[src/rtl/cga_intr_level_arb_pkg.sv]
// Shared types and widths for the CGA interrupt level arbiter.
package cga_intr_pkg;

  localparam int unsigned LVL_W = 4;
  localparam int unsigned NLVL  = 16;

  typedef enum logic [1:0] {
    IDLE  = 2'd0,
    REQ   = 2'd1,
    ACK   = 2'd2,
    BLANK = 2'd3
  } arb_state_t;

  typedef logic [LVL_W-1:0] lvl_t;

endpackage

[src/rtl/cga_intr_level_arb_if.sv]
// Request/ack bundle between the IRQ request bits, the arbiter and the microprogram.
interface cga_intr_level_arb_if #(
  parameter int unsigned NLVL = 16
);
  import cga_intr_pkg::*;

  logic [NLVL-1:0] inr_i;
  logic [NLVL-1:0] pie_i;
  lvl_t            pil_i;
  logic            ion_i;
  logic            ack_i;
  logic            irq_o;
  lvl_t            lvl_o;
  logic [NLVL-1:0] clr_o;
  logic            busy_o;

  modport slave (
    input  inr_i, pie_i, pil_i, ion_i, ack_i,
    output irq_o, lvl_o, clr_o, busy_o
  );

  modport master (
    output inr_i, pie_i, pil_i, ion_i, ack_i,
    input  irq_o, lvl_o, clr_o, busy_o
  );
endinterface

[src/rtl/cga_intr_level_arb_prio_enc.sv]
// Highest-set-bit priority encoder; purely combinational.
module cga_intr_prio_enc #(
  parameter int unsigned N = 16,
  parameter int unsigned W = 4
) (
  input  logic [N-1:0] vec_i,
  output logic         valid_c,
  output logic [W-1:0] idx_c
);

  // Later iterations overwrite earlier ones, so the highest set index wins.
  always_comb begin
    idx_c = '0;
    for (int i = 0; i < int'(N); i++) begin
      if (vec_i[i]) idx_c = W'(i);
    end
    valid_c = |vec_i;
  end

endmodule

[src/rtl/cga_intr_level_arb.sv]
// Interrupt level arbiter: masks pending levels, requests the highest one above PIL, clears on ack.
// Optional CGA_INTR_ARB_SYNC_EN adds a 2-flop synchronizer on inr_i ahead of the pending register.
module cga_intr_level_arb #(
  parameter int unsigned NLVL      = 16,
  parameter int unsigned BLANK_CYC = 2
) (
  input logic                  sysclk,
  input logic                  sys_rst,
  cga_intr_level_arb_if.slave  bus
);
  import cga_intr_pkg::*;

  localparam int unsigned CNT_W = (BLANK_CYC > 1) ? $clog2(BLANK_CYC) : 1;
  localparam logic [CNT_W-1:0] CNT_LAST = CNT_W'(BLANK_CYC - 1);

  logic [NLVL-1:0] inr_s;
  logic [NLVL-1:0] pend_q, pend_d;
  logic            pend_vld;
  lvl_t            best;
  logic            qual;

  arb_state_t      state_q, state_d;
  logic            irq_q, irq_d;
  lvl_t            lvl_q, lvl_d;
  logic [NLVL-1:0] clr_q, clr_d;
  logic            busy_q, busy_d;
  logic [CNT_W-1:0] cnt_q, cnt_d;

`ifdef CGA_INTR_ARB_SYNC_EN
  logic [NLVL-1:0] sync1_q, sync1_d, sync2_q, sync2_d;

  always_comb begin
    sync1_d = bus.inr_i;
    sync2_d = sync1_q;
  end

  always_ff @(posedge sysclk) begin
    if (sys_rst) begin
      sync1_q <= '0;
      sync2_q <= '0;
    end else begin
      sync1_q <= sync1_d;
      sync2_q <= sync2_d;
    end
  end

  assign inr_s = sync2_q;
`else
  assign inr_s = bus.inr_i;
`endif

  // Level 0 is the background level and can never raise a request.
  always_comb begin
    pend_d    = inr_s & bus.pie_i;
    pend_d[0] = 1'b0;
  end

  cga_intr_prio_enc #(
    .N (NLVL),
    .W (LVL_W)
  ) u_prio_enc (
    .vec_i   (pend_q),
    .valid_c (pend_vld),
    .idx_c   (best)
  );

  assign qual = bus.ion_i & pend_vld & (best > bus.pil_i);

  always_comb begin
    state_d = state_q;
    irq_d   = 1'b0;
    lvl_d   = lvl_q;
    clr_d   = '0;
    cnt_d   = cnt_q;
    case (state_q)
      IDLE: begin
        if (qual) begin
          state_d = REQ;
          irq_d   = 1'b1;
          lvl_d   = best;
        end
      end
      REQ: begin
        // Ack takes precedence over a withdraw seen in the same cycle.
        if (bus.ack_i) begin
          state_d      = ACK;
          clr_d[lvl_q] = 1'b1;
        end else if (qual) begin
          irq_d = 1'b1;
          lvl_d = best;
        end else begin
          state_d = IDLE;
        end
      end
      ACK: begin
        state_d = BLANK;
        cnt_d   = '0;
      end
      BLANK: begin
        if (cnt_q == CNT_LAST) state_d = IDLE;
        else                   cnt_d   = cnt_q + CNT_W'(1);
      end
      default: state_d = IDLE;
    endcase
    busy_d = (state_d == ACK) || (state_d == BLANK);
  end

  always_ff @(posedge sysclk) begin
    if (sys_rst) begin
      pend_q  <= '0;
      state_q <= IDLE;
      irq_q   <= 1'b0;
      lvl_q   <= '0;
      clr_q   <= '0;
      busy_q  <= 1'b0;
      cnt_q   <= '0;
    end else begin
      pend_q  <= pend_d;
      state_q <= state_d;
      irq_q   <= irq_d;
      lvl_q   <= lvl_d;
      clr_q   <= clr_d;
      busy_q  <= busy_d;
      cnt_q   <= cnt_d;
    end
  end

  assign bus.irq_o  = irq_q;
  assign bus.lvl_o  = lvl_q;
  assign bus.clr_o  = clr_q;
  assign bus.busy_o = busy_q;

endmodule

[src/flat_wrapper.sv]
// flat-port wrapper written by rule: the top's interface ports become plain ports
module cga_intr_level_arb_flat import cga_intr_pkg::*;
#(
  parameter int unsigned NLVL      = 16,
  parameter int unsigned BLANK_CYC = 2
)
  (sysclk, sys_rst, bus_inr_i, bus_pie_i, bus_pil_i, bus_ion_i, bus_ack_i, bus_irq_o, bus_lvl_o, bus_clr_o, bus_busy_o);
  cga_intr_level_arb_if #(.NLVL(NLVL)) bus_i ();
  input logic sysclk;
  input logic sys_rst;
  input wire logic [$bits(bus_i.inr_i)-1:0] bus_inr_i;
  input wire logic [$bits(bus_i.pie_i)-1:0] bus_pie_i;
  input wire logic [$bits(bus_i.pil_i)-1:0] bus_pil_i;
  input wire logic [$bits(bus_i.ion_i)-1:0] bus_ion_i;
  input wire logic [$bits(bus_i.ack_i)-1:0] bus_ack_i;
  output wire logic [$bits(bus_i.irq_o)-1:0] bus_irq_o;
  output wire logic [$bits(bus_i.lvl_o)-1:0] bus_lvl_o;
  output wire logic [$bits(bus_i.clr_o)-1:0] bus_clr_o;
  output wire logic [$bits(bus_i.busy_o)-1:0] bus_busy_o;
  assign bus_i.inr_i = bus_inr_i;
  assign bus_i.pie_i = bus_pie_i;
  assign bus_i.pil_i = bus_pil_i;
  assign bus_i.ion_i = bus_ion_i;
  assign bus_i.ack_i = bus_ack_i;
  assign bus_irq_o = bus_i.irq_o;
  assign bus_lvl_o = bus_i.lvl_o;
  assign bus_clr_o = bus_i.clr_o;
  assign bus_busy_o = bus_i.busy_o;
  cga_intr_level_arb #(.NLVL(NLVL), .BLANK_CYC(BLANK_CYC)) u_core (.sysclk(sysclk), .sys_rst(sys_rst), .bus(bus_i));
endmodule
[config.mk]
export PLATFORM = sky130hd
export DESIGN_NAME = cga_intr_level_arb_flat
export DESIGN_NICKNAME = d
export VERILOG_FILES = /design/src/rtl/cga_intr_level_arb_pkg.sv /design/src/rtl/cga_intr_level_arb_if.sv /design/src/rtl/cga_intr_level_arb_prio_enc.sv /design/src/rtl/cga_intr_level_arb.sv /design/src/flat_wrapper.sv
export SDC_FILE = /design/constraint.sdc
export NUM_CORES = 1
export LEC_CHECK = 0
export CAP_MARGIN = 20
export CORE_MARGIN = 4
export CORE_UTILIZATION = 45
export DETAILED_ROUTE_END_ITERATION = 12
export MAX_ROUTING_LAYER = met4
export PLACE_DENSITY = 0.93
export SLEW_MARGIN = 5
export SYNTH_ARGS = -nofsm -noshare
export SYNTH_HDL_FRONTEND = slang
export SYNTH_SLANG_ARGS = --single-unit
[constraint.sdc]
create_clock -name sysclk -period 5.2 [get_ports sysclk]
set_input_delay 0.52 -clock sysclk [delete_from_list [all_inputs] [get_ports sysclk]]
set_output_delay 0.52 -clock sysclk [all_outputs]
set_load 0.005 [all_outputs]
## After elaboration in Yosys (flattened, before gate mapping)

Cells that the tools add are included.

- Memories: 0
- Word-level logic and storage cells: 61
- Bits of input ports: 40
- Register bits: 41
- Latch bits: 0
- Memory bits (read-only): 0
- RAM bits: 0

- Bitwise gates (word level): 5
- Order comparisons: 3
- Reductions and logical operators: 8
- Add/subtract/negate cells: 1
- Div/mod/pow operators: 0
- Mux-type cells: 30
- Shift-type cells: 0
- Multiply operators: 0
- Equality and inequality tests: 6

Operators by type and width:

| operator | count |
|---|---|
| $mux 4 | 16 |
| $and 16x16->16 | 1 |
| $reduce_or 16->1 | 1 |
| $eq 2x2->1 const B | 4 |
| $mux 2 | 4 |
| $pmux 2 s4 | 1 |
| $pmux 4 s2 | 1 |
| $lt 4x5->1 const B | 1 |
| $mux 1 | 5 |
| $demux 1 s4 | 1 |
| $ge 4x1->1 const B | 1 |
| $gt 4x4->1 | 1 |
| $pmux 1 s2 | 2 |
| $reduce_bool 2->1 | 2 |
| $reduce_or 3->1 | 1 |
| $and 1x1->1 | 2 |
| $eq 2x1->1 const B | 1 |
| $logic_not 2->1 | 1 |
| $ne 2x2->1 const B | 1 |
| $not 1->1 | 2 |
| $reduce_and 2->1 | 1 |
| $add 1x1->1 const B | 1 |
| $logic_and 1x1->1 | 1 |
| $logic_or 1x1->1 | 1 |

## Depth between registers and ports, before layout

- Word-level depth: 22
- Mapped depth: 10

## Modules after synthesis

A second synthesis with hierarchy kept.

- Cells, all modules: 164
- Area, all modules: 1502.7 µm²

By module, submodules not included:

| module | cells an instance | area each (µm²) | instances |
|---|---|---|---|
| cga_intr_level_arb | 136 | 1332.5 | 1 |
| cga_intr_prio_enc | 28 | 170.2 | 1 |

## Worst setup path before layout

No wires, ideal clock.

- Kind: flip-flop to flip-flop
- Start: register u_core.pend_q[9]
- End: register u_core.lvl_q[1], in the netlist u_core.bus.lvl_o[1]
- Data arrival time: 2.009 ns
- Path buffers: 0
- Library setup time: 0.128 ns
- Setup slack: 3.063 ns
- Data required time: 5.072 ns
- Cell stages (with the launch flop): 11
- Cells stage by stage: dfxtp_1 > nand2b_1 > a21oi_1 > nor3_1 > a221oi_1 > ha_1 > nand4_1 > nand4b_1 > a211oi_4 > mux2i_1 > nor2_1

- Word-level cells in the longest chain between the ends: 12
- Elaborated cells between the ends (all ways): 14
- Classes of those cells: order compare: 1; mux: 10; bitwise: 2; reduce/logical: 1

Ends and longest elaborated chain:

| element | line | text |
|---|---|---|
| from (decl) | cga_intr_level_arb.sv:17 | `logic [NLVL-1:0] pend_q, pend_d;` |
| from (signal assigned) | cga_intr_level_arb.sv:118 | `pend_q <= pend_d;` |
| $mux 4 (7 in a row) | cga_intr_level_arb_prio_enc.sv:15 | `if (vec_i[i]) idx_c = W'(i);` |
| $gt 4x4->1 | cga_intr_level_arb.sv:67 | `assign qual = bus.ion_i & pend_vld & (best > bus.pil_i);` |
| $and 1x1->1 | cga_intr_level_arb.sv:67 |  |
| $mux 4 (*) | cga_intr_level_arb.sv:77, cga_intr_level_arb.sv:88 |  |
| $mux 4 | cga_intr_level_arb.sv:85 | `if (bus.ack_i) begin` |
| $pmux 4 s2 (*) | cga_intr_level_arb.sv:75 | `case (state_q)` |
| to (signal assigned) | cga_intr_level_arb.sv:121 | `lvl_q <= lvl_d;` |
| to (decl) | cga_intr_level_arb.sv:24 | `lvl_t lvl_q, lvl_d;` |

Mark *: on every way between the ends. The rest lies on a longest branch, timed or not. The select of a mux whose other input is x is not followed.
A chain may end at the register's enable or synchronous reset.

## Worst setup path in the final report

Ends and elaborated chain as after synthesis.

==> flow_results.xml <==
<?xml version="1.0" encoding="UTF-8"?>
<metrics>
  <group name="global_routing">
    <metric name="grt.total_usage" unit="">0.163</metric>
    <metric name="grt_antenna_before_repair" unit="">0</metric>
    <metric name="pin_count_of_the_biggest_net_entering_global_routing" unit="">26</metric>
    <metric name="globalRoute.totalOverflow" unit="">0</metric>
    <metric name="grt_first_pass_wirelength" unit="mm">5.12</metric>
    <metric name="grt_pass1_vias" unit="">1267</metric>
  </group>
  <group name="place">
    <metric name="pre_cts_ws" unit="ns">2.66</metric>
    <metric name="placed_cells_incl_taps" unit="">261</metric>
    <metric name="io_buffer_count" unit="">59</metric>
    <metric name="dp_hpwl" unit="mm">2.53</metric>
    <metric name="finalWeightedCongestion" unit="">0.886</metric>
  </group>
  <group name="synthesis">
    <metric name="combinational_family_with_the_most_area_after_synthesis" unit="">simple AND/OR/NAND/NOR gates</metric>
    <metric name="syn_area" unit="sq um">1480</metric>
    <metric name="synth_largest_type_area_fraction" unit="">0.541</metric>
    <metric name="synthArstFlopShare" unit="">0</metric>
    <metric name="yosys_register_bits" unit="">40</metric>
    <metric name="ys_seq_area_frac" unit="">0.541</metric>
    <metric name="synth_edf_count" unit="">0</metric>
    <metric name="synthesis.instances" unit="">164</metric>
    <metric name="synth.net_count" unit="">208</metric>
    <metric name="synth_simple_gate_area_share" unit="">0.297</metric>
    <metric name="synth-warning-count" unit="">0</metric>
    <metric name="synth-compound-area-share" unit="">0.0778</metric>
    <metric name="synth_fa_ha_area_frac" unit="">0.0338</metric>
    <metric name="synth.avg_cell_area" unit="sq um">9.03</metric>
    <metric name="ys_top_cells_by_area" unit="">dfxtp_1 54%, nor2_1 8.9%, nand2_1 6.1%</metric>
    <metric name="synth_flop_cell" unit="">dfxtp_1</metric>
    <metric name="synthXorXnorAreaFrac" unit="">0</metric>
    <metric name="yosys-mux-area-fraction" unit="">0.0203</metric>
    <metric name="synth_area_leader_cell" unit="">dfxtp_1</metric>
    <metric name="synth.lib_cells_used.distinct" unit="">30</metric>
  </group>
  <group name="setup_path">
    <metric name="critical_path.endpoint" unit="">u_core.bus.lvl_o[1]</metric>
    <metric name="crit_path_max_fanout" unit="">7</metric>
    <metric name="timing.critical_path.required" unit="ns">5.40</metric>
    <metric name="path_buf_inv" unit="">0</metric>
    <metric name="signal_arrival_time_at_the_worst_endpoint" unit="ns">2.76</metric>
    <metric name="setup.worst_path.start" unit="">u_core.pend_q[9]</metric>
    <metric name="worstSetupPathType" unit="">flip-flop to flip-flop</metric>
    <metric name="reg2reg_to" unit="">u_core.bus.lvl_o[1]</metric>
    <metric name="cp.depth" unit="">10</metric>
    <metric name="crit_path_cell_trace" unit="">nand2b_1 &gt; a21oi_1 &gt; nor3_1 &gt; a221oi_1 &gt; ha_1 &gt; nand4_1 &gt; nand4b_1 &gt; a211oi_4 &gt; mux2i_1 &gt; nor2_1</metric>
    <metric name="worst_setup_path_end_kind" unit="">flip-flop</metric>
    <metric name="worstRegToRegCells" unit="">10</metric>
    <metric name="rr_startpoint" unit="">u_core.pend_q[9]</metric>
    <metric name="critical_path.startpoint_type" unit="">flip-flop</metric>
    <metric name="cpLargestDelayFamily" unit="">compound AO/OA/AOI/OAI gates</metric>
    <metric name="critical_path.max_stage_delay" unit="ns">0.42</metric>
    <metric name="slack_of_the_worst_reg_to_reg_path" unit="ns">2.64</metric>
    <metric name="slowest_stage" unit="">a221oi_1</metric>
  </group>
  <group name="cts">
    <metric name="ctsResizeCount" unit="">0</metric>
    <metric name="ctsRootBufferMaster" unit="">clkbuf_4</metric>
    <metric name="numCtsBuffers" unit="">5</metric>
    <metric name="clock_tree.buffer_depth" unit="">2</metric>
    <metric name="clk-insertion-delay-late" unit="ns">0.34</metric>
    <metric name="tritoncts_clock_tree" unit="">yes</metric>
    <metric name="htree_num_levels" unit="">2</metric>
    <metric name="cts_num_sinks" unit="">40</metric>
    <metric name="cts_hold_buf" unit="">0</metric>
    <metric name="clk_transition_reported_paths" unit="ns">0.10</metric>
    <metric name="post_cts.repair.setup_buffers" unit="">0</metric>
  </group>
  <group name="cells_and_area">
    <metric name="layout.area.seq" unit="sq um">801</metric>
    <metric name="layout-area-overhead-vs-synth" unit="%">45.8</metric>
    <metric name="post_route_cells_drive_above_1_share" unit="">0.0533</metric>
    <metric name="layout.cells.most_common" unit="">clkdlybuf4s50_1</metric>
    <metric name="top_library_cells_by_usage_in_the_layout_fill_and_taps_aside" unit="">59 x clkdlybuf4s50_1, 40 x dfxtp_1, 35 x nor2_1</metric>
    <metric name="filler_cell_count" unit="">260</metric>
    <metric name="layout.nets" unit="">268</metric>
    <metric name="layout.cells.non_filler" unit="">269</metric>
    <metric name="multiInputGateArea" unit="sq um">634</metric>
    <metric name="antenna_cells" unit="">0</metric>
  </group>
  <group name="routing">
    <metric name="via_per_inst" unit="">4.84</metric>
    <metric name="drc" unit="">0</metric>
    <metric name="detail_route.wirelength" unit="mm">3.08</metric>
    <metric name="drt.antenna.violating_nets" unit="">0</metric>
    <metric name="route.detailed.wl_per_inst" unit="microns">11.5</metric>
    <metric name="drt_iter0_markers" unit="">42</metric>
    <metric name="drt_pre_antenna_iters" unit="">4</metric>
    <metric name="detailroute.via_count" unit="">1301</metric>
  </group>
  <group name="floorplan">
    <metric name="initial_core_util" unit="">0.477</metric>
    <metric name="chipHeight" unit="microns">65.4</metric>
    <metric name="ports_placed_on_the_boundary" unit="">62</metric>
    <metric name="dieArea" unit="sq um">4270</metric>
    <metric name="area_of_the_placeable_core" unit="sq um">3100</metric>
    <metric name="die_width" unit="microns">65.4</metric>
    <metric name="row_count" unit="">20</metric>
  </group>
  <group name="outcome">
    <metric name="run_status" unit="">completed</metric>
  </group>
  <group name="sta">
    <metric name="slew_headroom" unit="">0.447</metric>
    <metric name="skew" unit="ns">0.00493</metric>
    <metric name="tightestPinTransition" unit="ns">0.827</metric>
    <metric name="hold_viol" unit="">0</metric>
    <metric name="timing.final.crit_share" unit="">0.492</metric>
    <metric name="timing_max_transition_violations_final" unit="">0</metric>
    <metric name="final_period_minus_worst_setup_slack" unit="ns">2.56</metric>
    <metric name="setup-tns-final" unit="ns">0</metric>
    <metric name="setup_ws_final" unit="ns">2.64</metric>
    <metric name="achievable-frequency" unit="GHz">0.391</metric>
    <metric name="final-setup-viol-count" unit="">0</metric>
    <metric name="final.hold.worst_slack" unit="ns">0.528</metric>
    <metric name="rsz0062_at_grt" unit="">false</metric>
  </group>
  <group name="pwr">
    <metric name="peakVddDrop" unit="uV">158</metric>
    <metric name="power-per-cell-area" unit="nW/um^2">273</metric>
    <metric name="p_leak" unit="nW">0.819</metric>
  </group>
  <group name="flow_run">
    <metric name="maxCapViolCount" unit="">0</metric>
  </group>
  <group name="worst_hold_path">
    <metric name="min-delay-path-class" unit="">flip-flop to flip-flop</metric>
  </group>
</metrics>
-- tightest hold or removal path, delay by kind of cell, from the launching register on --
kind / cells / cell delay, ns
and+or+nand+nor: 1 / 0.08
DFF: 1 / 0.35
muxes: 1 / 0.07
-- power breakdown --
group	switching, mW	internal [mW]
clock	0.0881	0.0667
combinational	0.0403	0.0601
sequential	0.0153	0.318
total	0.144	0.445
-- metrics by stage --
step	total power, mW	util	area [sq um]
floorplan	0.392	-	1480
global placement	0.436	0.677	2100
detailed placement	0.441	0.677	2100
CTS	0.593	0.696	2160
global route	0.623	0.696	2160
finish	0.589	0.696	2160
-- synthesized netlist by cell type, drive strengths merged, types with 2 or more instances --
cell    instances
nor2b           4
nand3b          2
o31ai           2
inv             5
nor2           36
a21oi           7
a211oi          2
mux2i           3
nand2b          4
nand3           2
clkbuf          5
dfxtp          40
nand2          24
nor3           10
nor4            4
ha              4
-- final cells by class --
cell class	instances	area share
Timing Repair Buffer	59	0.274
Sequential cell	40	0.371
Inverter	5	0.00870
Clock buffer	8	0.0272
Tap cell	44	0.0255
Multi-Input combinational cell	113	0.294
-- sequential cells by signal (all words and copies together), names as in the netlist --
signal and cells:
u_core.pend_q 15, u_core.bus.irq_o 1, u_core.cnt_q 1, u_core.bus.lvl_o 4
u_core.bus.clr_o 16, u_core.bus.busy_o 1, u_core.state_q 2
-- routing by layer --
layer  global-route usage  vias to the layer above  wire length [microns]
met1                0.141                      573                   1140
met2                0.312                       52                   1660
li1                     -                      668                      -
met3               0.0598                        8                    223
met4               0.0674                        0                     60
met5                    -                        -                      0
-- cell families (layout without fill, tap and decap cells) --
group,Yosys count,count (layout)
AO/OA/AOI/OAI,15,15
flip-flops,40,40
multiplexers,3,3
adder cells (fa/ha/maj),4,4
AND/OR/NAND/NOR,91,91
buffers and inverters,11,72
-- how the worst min path moves through the flow --
stage | startpoint | cells after the start | slack [ns] | endpoint
floorplan | u_core.cnt_q | 2 | 0.46 | u_core.cnt_q
global placement | u_core.cnt_q | 2 | 0.48 | u_core.cnt_q
detailed placement | u_core.cnt_q | 2 | 0.51 | u_core.cnt_q
CTS | u_core.cnt_q | 2 | 0.53 | u_core.cnt_q
global route | u_core.cnt_q | 2 | 0.59 | u_core.cnt_q
finish | u_core.cnt_q | 2 | 0.53 | u_core.cnt_q
No activity file was read; power rests on OpenSTA's default activity.
